`src/rtl/weight_dbuf_ctrl.sv`:
```
// Ping-pong weight buffer: fills the shadow bank from the loader and swaps banks on tile
// boundaries, driving mux_sel so the downstream 2:1 operand mux passes the active bank.
module weight_dbuf_ctrl #(
  parameter int WIDTH  = 32,
  parameter int DEPTH  = 4,
  parameter int ADDR_W = 2
) (
  input  logic              clk,
  input  logic              rst_n,
  input  logic              wr_valid,
  output logic              wr_ready,
  input  logic [WIDTH-1:0]  wr_data,
  input  logic              swap_req,
  output logic              swap_ack,
  input  logic [ADDR_W-1:0] rd_addr,
  output logic [WIDTH-1:0]  bank_a_q,
  output logic [WIDTH-1:0]  bank_b_q,
  output logic              mux_sel,
  output logic              act_valid
);

  typedef enum logic [1:0] {
    PRIME = 2'd0,  // active bank not yet valid
    FILL  = 2'd1,  // active bank valid, shadow filling
    READY = 2'd2   // shadow full, waiting for a swap
  } state_t;

  state_t            state, state_nxt;
  logic [WIDTH-1:0]  bank_a [DEPTH];
  logic [WIDTH-1:0]  bank_b [DEPTH];
  logic [ADDR_W-1:0] wr_cnt;
  logic              pending, pending_nxt;
  logic              mux_sel_nxt, act_valid_nxt, swap_ack_nxt;
  logic              wr_fire, wr_last;

  // Ready depends on state alone so the loader never sees a valid->ready loop.
  assign wr_ready = (state != READY);
  assign wr_fire  = wr_valid && wr_ready;
  assign wr_last  = wr_fire && (wr_cnt == ADDR_W'(DEPTH - 1));

  // NOTE: every output of this block gets a default first, so no path can infer a latch.
  always_comb begin
    state_nxt     = state;
    pending_nxt   = pending;
    mux_sel_nxt   = mux_sel;
    act_valid_nxt = act_valid;
    swap_ack_nxt  = 1'b0;
    unique case (state)
      PRIME: begin
        pending_nxt = pending | swap_req;
        if (wr_last) begin
          // First tile completes: swap without waiting for the consumer.
          mux_sel_nxt   = ~mux_sel;
          act_valid_nxt = 1'b1;
          swap_ack_nxt  = 1'b1;
          pending_nxt   = 1'b0;
          state_nxt     = FILL;
        end
      end
      FILL: begin
        pending_nxt = pending | swap_req;
        if (wr_last) state_nxt = READY;
      end
      READY: begin
        if (swap_req || pending) begin
          mux_sel_nxt  = ~mux_sel;
          swap_ack_nxt = 1'b1;
          pending_nxt  = 1'b0;
          state_nxt    = FILL;
        end
      end
      default: state_nxt = PRIME;
    endcase
  end

  // NOTE: sequential state uses non-blocking assignments so all registers update together.
  always_ff @(posedge clk or negedge rst_n) begin
    if (!rst_n) begin
      state     <= PRIME;
      pending   <= 1'b0;
      mux_sel   <= 1'b0;
      act_valid <= 1'b0;
      swap_ack  <= 1'b0;
      wr_cnt    <= '0;
    end else begin
      state     <= state_nxt;
      pending   <= pending_nxt;
      mux_sel   <= mux_sel_nxt;
      act_valid <= act_valid_nxt;
      swap_ack  <= swap_ack_nxt;
      if (wr_fire) wr_cnt <= wr_cnt + 1'b1;  // DEPTH is a power of two, so this wraps
    end
  end

  // NOTE: the banks are reset explicitly because a reset buffer must read back zeros;
  // this keeps them in flops rather than a RAM macro, which is fine at this depth.
  always_ff @(posedge clk or negedge rst_n) begin
    if (!rst_n) begin
      for (int i = 0; i < DEPTH; i++) begin
        bank_a[i] <= '0;
        bank_b[i] <= '0;
      end
    end else if (wr_fire) begin
      if (!mux_sel) bank_a[wr_cnt] <= wr_data;
      else          bank_b[wr_cnt] <= wr_data;
    end
  end

  // Registered read of both banks; a same-cycle write returns the old word.
  always_ff @(posedge clk or negedge rst_n) begin
    if (!rst_n) begin
      bank_a_q <= '0;
      bank_b_q <= '0;
    end else begin
      bank_a_q <= bank_a[rd_addr];
      bank_b_q <= bank_b[rd_addr];
    end
  end

endmodule

```
`config.mk`:
```
export PLATFORM = sky130hd
export DESIGN_NAME = weight_dbuf_ctrl
export DESIGN_NICKNAME = d
export VERILOG_FILES = /design/src/rtl/weight_dbuf_ctrl.sv
export SDC_FILE = /design/constraint.sdc
export NUM_CORES = 1
export LEC_CHECK = 0
export BUFFER_PORTS_ARGS = -buffer_cell sky130_fd_sc_hd__buf_2
export CORE_MARGIN = 2
export CORE_UTILIZATION = 50
export CTS_CLUSTER_SIZE = 25
export DETAILED_ROUTE_END_ITERATION = 6
export GPL_TIMING_DRIVEN = 0
export HOLD_SLACK_MARGIN = 0.02
export PLACE_DENSITY = 0.76
export SYNTH_ARGS = -nofsm -noshare
export SYNTH_HDL_FRONTEND = slang
export SYNTH_SLANG_ARGS = --single-unit
```
`constraint.sdc`:
```
create_clock -name clk -period 1.91 [get_ports clk]
set_input_delay 0.382 -clock clk [delete_from_list [all_inputs] [get_ports clk]]
set_output_delay 0.382 -clock clk [all_outputs]
set_load 0.02 [all_outputs]
```
* After elaboration in Yosys (flattened, before gate mapping) *
Index checks and enable logic that the tools add are counted.

storage, ports and cells
  flip-flop bits (word level) = 328
  input bits = 38
  output and inout bits = 68
  logic and storage cells = 67

operators by class
  add/sub/neg operators = 1
  $lt $le $gt $ge = 3
  equal/unequal tests = 7
  multiplexer cells = 23
  bitwise logic cells = 4
  reduce and logical (&&, ||, !) cells = 13

operators by type and width
  operator                                                               number
  128-bit bitwise mux                                                    2
  32-bit two-way mux                                                     5
  32-bit binary-select mux with 2-bit select                             2
  32-bit demux with 2-bit select                                         1
  2-bit inequality test (second input constant)                          4
  2-bit AND reduction                                                    4
  3-bit >= comparator (second input constant)                            2
  1-bit two-way mux                                                      6
  2-bit two-way mux                                                      3
  2-bit inverter with 3-bit output                                       2
  2-bit one-hot mux with 3 select lines                                  1
  3-bit AND reduction                                                    2
  2-bit == test (second input constant)                                  2
  1-bit one-hot mux with 2 select lines                                  2
  1-bit logical AND                                                      3
  3-bit by 1-bit < comparator with 1-bit output (second input constant)  1
  1-bit one-hot mux with 3 select lines                                  1
  3-bit nonzero test                                                     1
  2-bit by 1-bit adder with 2-bit output (second input constant)         1
  2-bit by 1-bit == test with 1-bit output (second input constant)       1
  2-bit logical NOT                                                      1
  2-bit nonzero test                                                     1
  1-bit logical OR                                                       1
  1-bit inverter                                                         1
  1-bit OR                                                               1

* Logic depth before layout (Yosys ltp) *
Gate-level depths: netlist of the first run.

  depth in word-level cells = 6
  depth in mapped cells = 7
  depth with buffers taken out = 5

* Least setup slack after synthesis of the first run *
Ideal clock, no wire load.

  path type = reg2reg
  from = register state[0]
  to = register bank_a[10] in the netlist's numbering
  setup time = 125 ps
  arrival = 1,690 ps
  data required time = 1,785 ps
  slack = 95 ps
  cell stages (with the launch flop) = 8
  buffers on the path = 2
  period minus slack after synthesis = 1,815 ps
  cell sequence = dfrtp_1 > inv_1 > ha_1 > buf_2 > nand3b_1 > nor2_2 > buf_4 > mux2_2

between the ends
  word-level cells in the longest chain between the ends = 3

RTL lines
  what                                  line  source
  from (decl)                           28    state_t state, state_nxt;
  from (signal assigned)                86    state <= state_nxt;
  2-bit inequality test                 37    assign wr_ready = (state != READY);
  1-bit logical AND                     38    assign wr_fire = wr_valid && wr_ready;
  2-bit AND reduction (no source line)  -
  to (signal, indexed assignment)       104   if (!mux_sel) bank_a[wr_cnt] <= wr_data;
  to (decl)                             29    logic [WIDTH-1:0] bank_a [DEPTH];

No other way between the ends.
A chain may end at the register's enable or synchronous reset.

* Worst setup path after layout of the first run *
  from = register state[1]
  to = register bank_a[14] in the netlist's numbering

Same word-level chain as after synthesis.

==> flow_metrics.py, run 1 <==
metrics = {
    "global_routing": {
        "grt_overflow": 0,
        "busiest_layer": "met2",
        "track_usage": 0.1841,
        "grt_pass1_vias": 7339,
        "antenna_found_initial": 1,
        "use_met2": 0.2884,
        "grt_util_met3": 0.03531,
        "grt_max_degree": 125,
        "grt_pass1_wl_um": 40890,
        "met1_usage": 0.2705,
    },
    "sta": {
        "max_freq_mhz": 536.6,
        "min_period_ns": 1.864,
        "timing.hold.ws_ns": 0.1692,
        "setup_viol": 0,
        "tightestPinTransition_ns": 0.7579,
        "hold_viol": 0,
        "drv_slew": 0,
        "skew_ns": 0.01653,
        "fin_crit_sh": 0.9757,
        "relSlewSlack": 0.4947,
    },
    "logic_synthesis": {
        "yosys.area.top_type_share": 0.6055,
        "syn_area_um2": 13560,
        "synth_edf_count": 0,
        "syn_area_per_cell_um2": 18.44,
        "synth.most_common_cell": "dfrtp_1",
        "yosysWarnings": 0,
        "synthArstFlopShare": 1.000,
        "syn_inst": 735,
        "synth.net_count": 782,
        "synth_flop_cell": "dfrtp_1",
        "seq_area_frac_synth": 0.6055,
        "yosys.area.top_type": "dfrtp_1",
        "synth_cell_types": 28,
        "ys_top_cells_by_area": "dfrtp_1 61%, mux2_2 13%, mux4_2 11%, mux2_4 10%, buf_6 1.0%",
        "yosys-top-cells-count": "328 x dfrtp_1, 161 x mux2_2, 90 x mux2_4",
        "ys_seq_elements": 328,
    },
    "die": {
        "pin_count": 106,
        "initial_core_util": 0.5058,
        "die_area_um2": 28440,
        "die_w_um": 168.7,
        "fp.coreArea_um2": 26800,
        "num_rows": 60,
        "die_h_um": 168.7,
    },
    "route": {
        "drt-total-wl_um": 25500,
        "firstDrtPassIters": 4,
        "via_count": 6799,
        "wl_per_cell_um": 20.13,
        "ant_nets": 0,
        "drtIter0Drc": 354,
        "drc": 0,
        "vias_per_cell": 5.366,
    },
    "cells_and_area": {
        "syn_to_final_growth_pct": 19.17,
        "nets": 944,
        "seq_area_um2": 8209,
        "layout-drive-gt1-share": 0.5849,
        "nFillCells": 1937,
        "stdcell_area_um2": 16150,
        "multi_input_area_um2": 5071,
    },
    "power_and_ir_drop": {
        "power_switching_mw": 7.840,
        "p_comb_frac": 0.314,
        "p_leak_nw": 7.455,
        "p_clk_frac": 0.255,
        "p_int_mw": 20.18,
        "peakVddDrop_mv": 1.037,
        "cellPowerDensity_nw_per_um2": 1735,
        "switching_share": 0.2798,
        "seqPwrFrac": 0.431,
    },
    "placed_design": {
        "routabilityCongestion": 0.7338,
        "numPortBuffers": 102,
        "dp_hpwl_um": 15910,
        "place_area_um2": 14560,
    },
    "setup_path": {
        "crit_slowest_cell": "dfrtp_2",
        "r2r-start": "state[1]$_DFFE_PN0P_",
        "cp_max_fo": 10,
        "max_stage_delay_ns": 0.43,
        "required_ns": 2.30,
        "crit_chain": "ha_4 > buf_6 > nand3b_1 > nor2_4 > buf_12 > buf_8 > mux2_2",
        "crit_path_start_kind": "register",
        "cp-end-kind": "register",
        "path_buf_inv": 3,
        "arrival_ns": 2.26,
        "startpoint": "state[1]$_DFFE_PN0P_",
        "cp_top_family": "flip-flops",
        "critPathKind": "reg -> reg",
    },
    "clock_tree": {
        "clock_sinks": 328,
        "clk_latency_ns": 0.52,
        "clock-root-buffer": "clkbuf_16",
        "cts_made_buffers": 36,
        "htreeDepth": 2,
        "clockBufferDepth": 3,
        "clk_pin_slew_ns": 0.05,
        "tritoncts": "built",
    },
    "status": {
        "status": "finished clean",
    },
    "worst_hold_path": {
        "min_from": "swap_req",
        "min_path_type": "in -> reg",
    },
    "flow_run": {
        "maxCapViolCount": 0,
    },
}
state kept, by name (all words and copies together), names as in the netlist:
register / flops
act_valid: 1
bank_a: 128
bank_a_q: 32
bank_b: 128
bank_b_q: 32
mux_sel: 1
pending: 1
state: 2
swap_ack: 1
wr_cnt: 2
cell type report:
cell class,instances,area share
plain buffers,41,0.02378
clock inverters,13,0.01386
flip-flops and latches,328,0.5082
inverters,6,0.001394
diodes,1,0.0001549
multi-input cells,360,0.3139
clock buffers,53,0.06281
repair buffers,124,0.04949
well taps,341,0.02641
metrics by stage:
stage	std cells	utilization	setup slack [ns]	power [mW]	TNS, ns
final	1267	0.6028	0.04648	28.02	0
after floorplan	735	-	0.09520	18.28	0
after global routing	1266	0.6027	-0.03479	29.54	-0.6280
after global placement	1178	0.5408	-5.602	20.23	-1867.88
after detailed placement	1180	0.5432	-0.2657	20.60	-49.20
after CTS	1252	0.5935	0.01479	28.04	0
power groups by stage:
stage | sequential, mW | clock (mW) | combinational, mW
after global routing | 12.5 | 7.65 | 9.41
after detailed placement | 12.1 | 0 | 8.46
final | 12.1 | 7.14 | 8.79
after floorplan | 12.6 | 0 | 5.73
after global placement | 12.0 | 0 | 8.20
after CTS | 12.1 | 7.32 | 8.62
what timing repair did:
item / CTS / global route
endpoints found under the setup margin: 243 / 237
pin swaps: 1 / 5
setup buffers: 4 / 12
hold buffers: 1 / 0
endpoints found under the hold margin: 80 / 0
cloned: 1 / 2
resized for setup: 17 / 21
worst register-to-register path: cells and delay by family (launching register included):
kind / cells / cell delay (ns)
DFF: 1 / 0.43
adders and majority gates: 1 / 0.18
muxes: 1 / 0.34
buffers and inverters: 3 / 0.43
and+or+nand+nor: 2 / 0.38
logic make-up after synthesis:
kind of cell / Yosys count / share of synthesized area
muxes: 323 / 0.3463
and+or+nand+nor: 19 / 0.01145
buffers and inverters: 47 / 0.02409
AOI/OAI and AO/OA: 7 / 0.003046
adders and majority gates: 9 / 0.008307
xor gates and xnor gates: 2 / 0.001292
DFF: 328 / 0.6055
placed cells by master (no fill, tap or decap), types with 5 or more instances in the layout:
cell | synthesis | routed
dfrtp_1 | 328 | 327
mux2_4 | 90 | 90
bufinv_16 | 0 | 5
buf_4 | 13 | 13
buf_6 | 12 | 21
clkbuf_8 | 0 | 5
mux2_2 | 161 | 161
clkbuf_16 | 0 | 37
nand2_1 | 6 | 5
buf_2 | 9 | 109
clkbuf_1 | 7 | 19
ha_1 | 9 | 6
buf_12 | 0 | 6
mux2_1 | 7 | 7
mux4_2 | 64 | 64
final timing paths:
| check | endpoint | slack, ns | cells past startpoint |
|---|---|---|---|
| min in group asynchronous | bank_a_q[28]$_DFF_PN0_ | 0.44 | 2 |
| min | swap_ack$_DFF_PN0_ | 0.17 | 3 |
| max | bank_a[14]$_DFFE_PN0P_ | 0.05 | 7 |
| min reg2reg | act_valid$_DFFE_PN0P_ | 0.48 | 1 |
| max in group asynchronous | bank_b_q[14]$_DFF_PN0_ | 0.42 | 3 |
| max reg2reg | bank_a[14]$_DFFE_PN0P_ | 0.05 | 7 |
metal layers:
metal,vias up,routed length (µm),share of wire
met5,-,0,0
met4,0,454,0.018
met3,42,1030,0.040
met2,120,12100,0.47
met1,3607,11920,0.47
li1,3030,-,-
Note: power is estimated with default switching activity, not from simulation.
==> run 2: changes to the inputs <==
Settings changed: CORE_UTILIZATION 50 to 54, PLACE_DENSITY 0.76 to 0.82.
==> flow_metrics.py, run 2 (synthesis gave the netlist of run 1 again) <==
metrics = {
    "cells_and_area": {
        "reg_top3": "bank_a x128, bank_b x128",
        "nets": 943,
        "fin_cells": 1248,
        "layout-drive-gt1-share": 0.5883,
        "final_cell_mix": "327 x dfrtp_1, 161 x mux2_2, 109 x buf_2",
        "stdcell_area_um2": 16050,
        "syn_to_final_growth_pct": 18.39,
        "mostFrequentLayoutCell": "dfrtp_1",
    },
    "global_routing": {
        "grt_max_degree": 123,
        "track_usage": 0.2092,
        "grt_pass1_wl_um": 42650,
        "grt_overflow": 0,
        "grt_pass1_vias": 7542,
        "antenna_found_initial": 1,
    },
    "setup_path": {
        "r2r_setup_slack_ns": 0.07,
        "critPathKind": "reg -> out",
        "crit_chain": "inv_2 > ha_4 > inv_1 > buf_2",
        "r2r-start": "wr_cnt[0]$_DFFE_PN0N_",
        "reg2reg_depth": 7,
        "max_stage_delay_ns": 0.39,
        "crit_path_start_kind": "register",
        "reg2reg_to": "bank_a[103]$_DFFE_PN0P_",
        "required_ns": 1.53,
        "cp_max_fo": 8,
        "cp_top_family": "flip-flops",
        "crit_slowest_cell": "dfrtp_1",
        "path_buf_inv": 3,
        "arrival_ns": 1.46,
        "cp-end-kind": "output port",
    },
    "route": {
        "via_count": 6962,
        "wl_per_cell_um": 21.23,
        "vias_per_cell": 5.579,
        "drtIter0Drc": 373,
        "drc": 0,
        "drt-total-wl_um": 26490,
        "ant_nets": 0,
        "firstDrtPassIters": 4,
    },
    "clock_tree": {
        "clock-root-buffer": "clkbuf_16",
        "clock_sinks": 328,
        "tritoncts": "built",
        "clockBufferDepth": 3,
        "clk_latency_ns": 0.52,
        "clk_pin_slew_ns": 0.06,
        "htreeDepth": 2,
        "cts_made_buffers": 35,
    },
    "placed_design": {
        "routabilityCongestion": 0.7561,
        "dp_hpwl_um": 16470,
        "place_area_um2": 14540,
        "placed_cells": 1163,
        "numPortBuffers": 102,
    },
    "sta": {
        "setup_viol": 0,
        "tightestPinTransition_ns": 0.8159,
        "min_period_ns": 1.847,
        "skew_ns": 0.02391,
        "relSlewSlack": 0.4561,
        "setup_tns_ns": 0,
        "max_freq_mhz": 541.5,
        "drv_slew": 0,
        "hold_viol": 0,
        "fin_crit_sh": 0.9669,
    },
    "worst_hold_path": {
        "holdPathEnd": "bank_a[122]$_DFFE_PN0P_",
        "min_from": "wr_data[26]",
        "hold_depth": 2,
        "min_path_type": "in -> reg",
    },
    "die": {
        "fp.coreArea_um2": 24460,
        "num_rows": 57,
        "pin_count": 106,
        "die_h_um": 162.4,
        "initial_core_util": 0.5541,
        "die_area_um2": 26390,
        "die_w_um": 162.4,
    },
    "power_and_ir_drop": {
        "peakVddDrop_mv": 1.045,
        "p_leak_nw": 7.419,
        "seqPwrFrac": 0.435,
        "cellPowerDensity_nw_per_um2": 1743,
        "p_clk_frac": 0.250,
        "p_comb_frac": 0.315,
        "switching_share": 0.2843,
        "power_switching_mw": 7.954,
        "post-layout-total-power_mw": 27.98,
        "p_int_mw": 20.02,
    },
    "status": {
        "status": "finished clean",
    },
    "flow_run": {
        "maxCapViolCount": 0,
    },
}
run 2: cell count changes in the layout (fill, tap and decap cells not counted), moves of 2 or more:
cell,previous run,this run
buf_6,21,17
clkinv_2,4,6
buf_12,6,1
buf_8,4,7
buf_4,13,20
clkbuf_1,19,15
run 2: per-layer routing:
layer / share of wire / vias up / GRT usage
met5: 0 / - / 0
li1: - / 3023 / -
met2: 0.48 / 150 / 0.3385
met4: 0.023 / 0 / 0.05752
met1: 0.45 / 3740 / 0.2971
met3: 0.040 / 49 / 0.03743
run 2: worst reg2reg max path: stages (launching register included):
cell	delay, ns
dfrtp_2	0.43
inv_1	0.09
ha_2	0.21
nand2_1	0.09
nor3_4	0.22
buf_6	0.16
buf_6	0.17
mux2_2	0.35
run 2: through the flow:
stage / hold WS [ns] / utilization / setup WS (ns)
2_1_floorplan: 0.08641 / - / 0.09520
3_3_place_gp: 0.4492 / 0.5916 / -5.579
3_5_place_dp: 0.4507 / 0.5942 / -0.2521
4_1_cts: 0.1806 / 0.6501 / -0.006094
5_1_grt: 0.2083 / 0.6559 / -0.02845
6_report: 0.1970 / 0.6560 / 0.06323
run 2: how the worst max path moves through the flow:
| stage | from | to | slack [ns] | cells after the start |
|---|---|---|---|---|
| detailed placement | state[0]$_DFFE_PN0P_ | bank_a[3]$_DFFE_PN0P_ | -0.25 | 7 |
| global placement | rst_n | bank_a[13]$_DFFE_PN0P_ | -5.58 | 1 |
| CTS | wr_cnt[0]$_DFFE_PN0N_ | bank_a[112]$_DFFE_PN0P_ | -0.006 | 6 |
| floorplan | state[0]$_DFFE_PN0P_ | bank_a[10]$_DFFE_PN0P_ | 0.1 | 7 |
| finish | state[0]$_DFFE_PN0P_ | wr_ready | 0.06 | 4 |
| global route | wr_cnt[1]$_DFFE_PN0N_ | bank_a[74]$_DFFE_PN0P_ | -0.03 | 7 |
run 2: cell type report:
type                       instances  area [µm²]
fill                            1612        8414
sequential                       328        8209
multi-input combinational        360        5067
clock buffer                      50        1013
timing repair buffer             126       788.3
tap                              324       405.4
buffer                            39       347.8
clock inverter                    14       191.4
inverter                           6       22.52
antenna                            1       2.502
run 2: what timing repair did:
action                                 4_1_cts  5_1_grt
endpoints found under the hold margin      105        0
hold buffers                                 1        0
cloned                                       1        0
setup endpoints to repair                  241      226
resized for setup                           16       15
pin swaps                                    1        4
setup buffers                                6       14
run 2: power groups by stage:
| stage | clock network, mW | registers, mW | logic, mW |
|---|---|---|---|
| after CTS | 7.13 | 12.2 | 8.75 |
| after global placement | 0 | 12.1 | 8.19 |
| after floorplan | 0 | 12.6 | 5.73 |
| after global routing | 7.42 | 12.6 | 9.44 |
| final | 7.00 | 12.2 | 8.81 |
| after detailed placement | 0 | 12.2 | 8.51 |
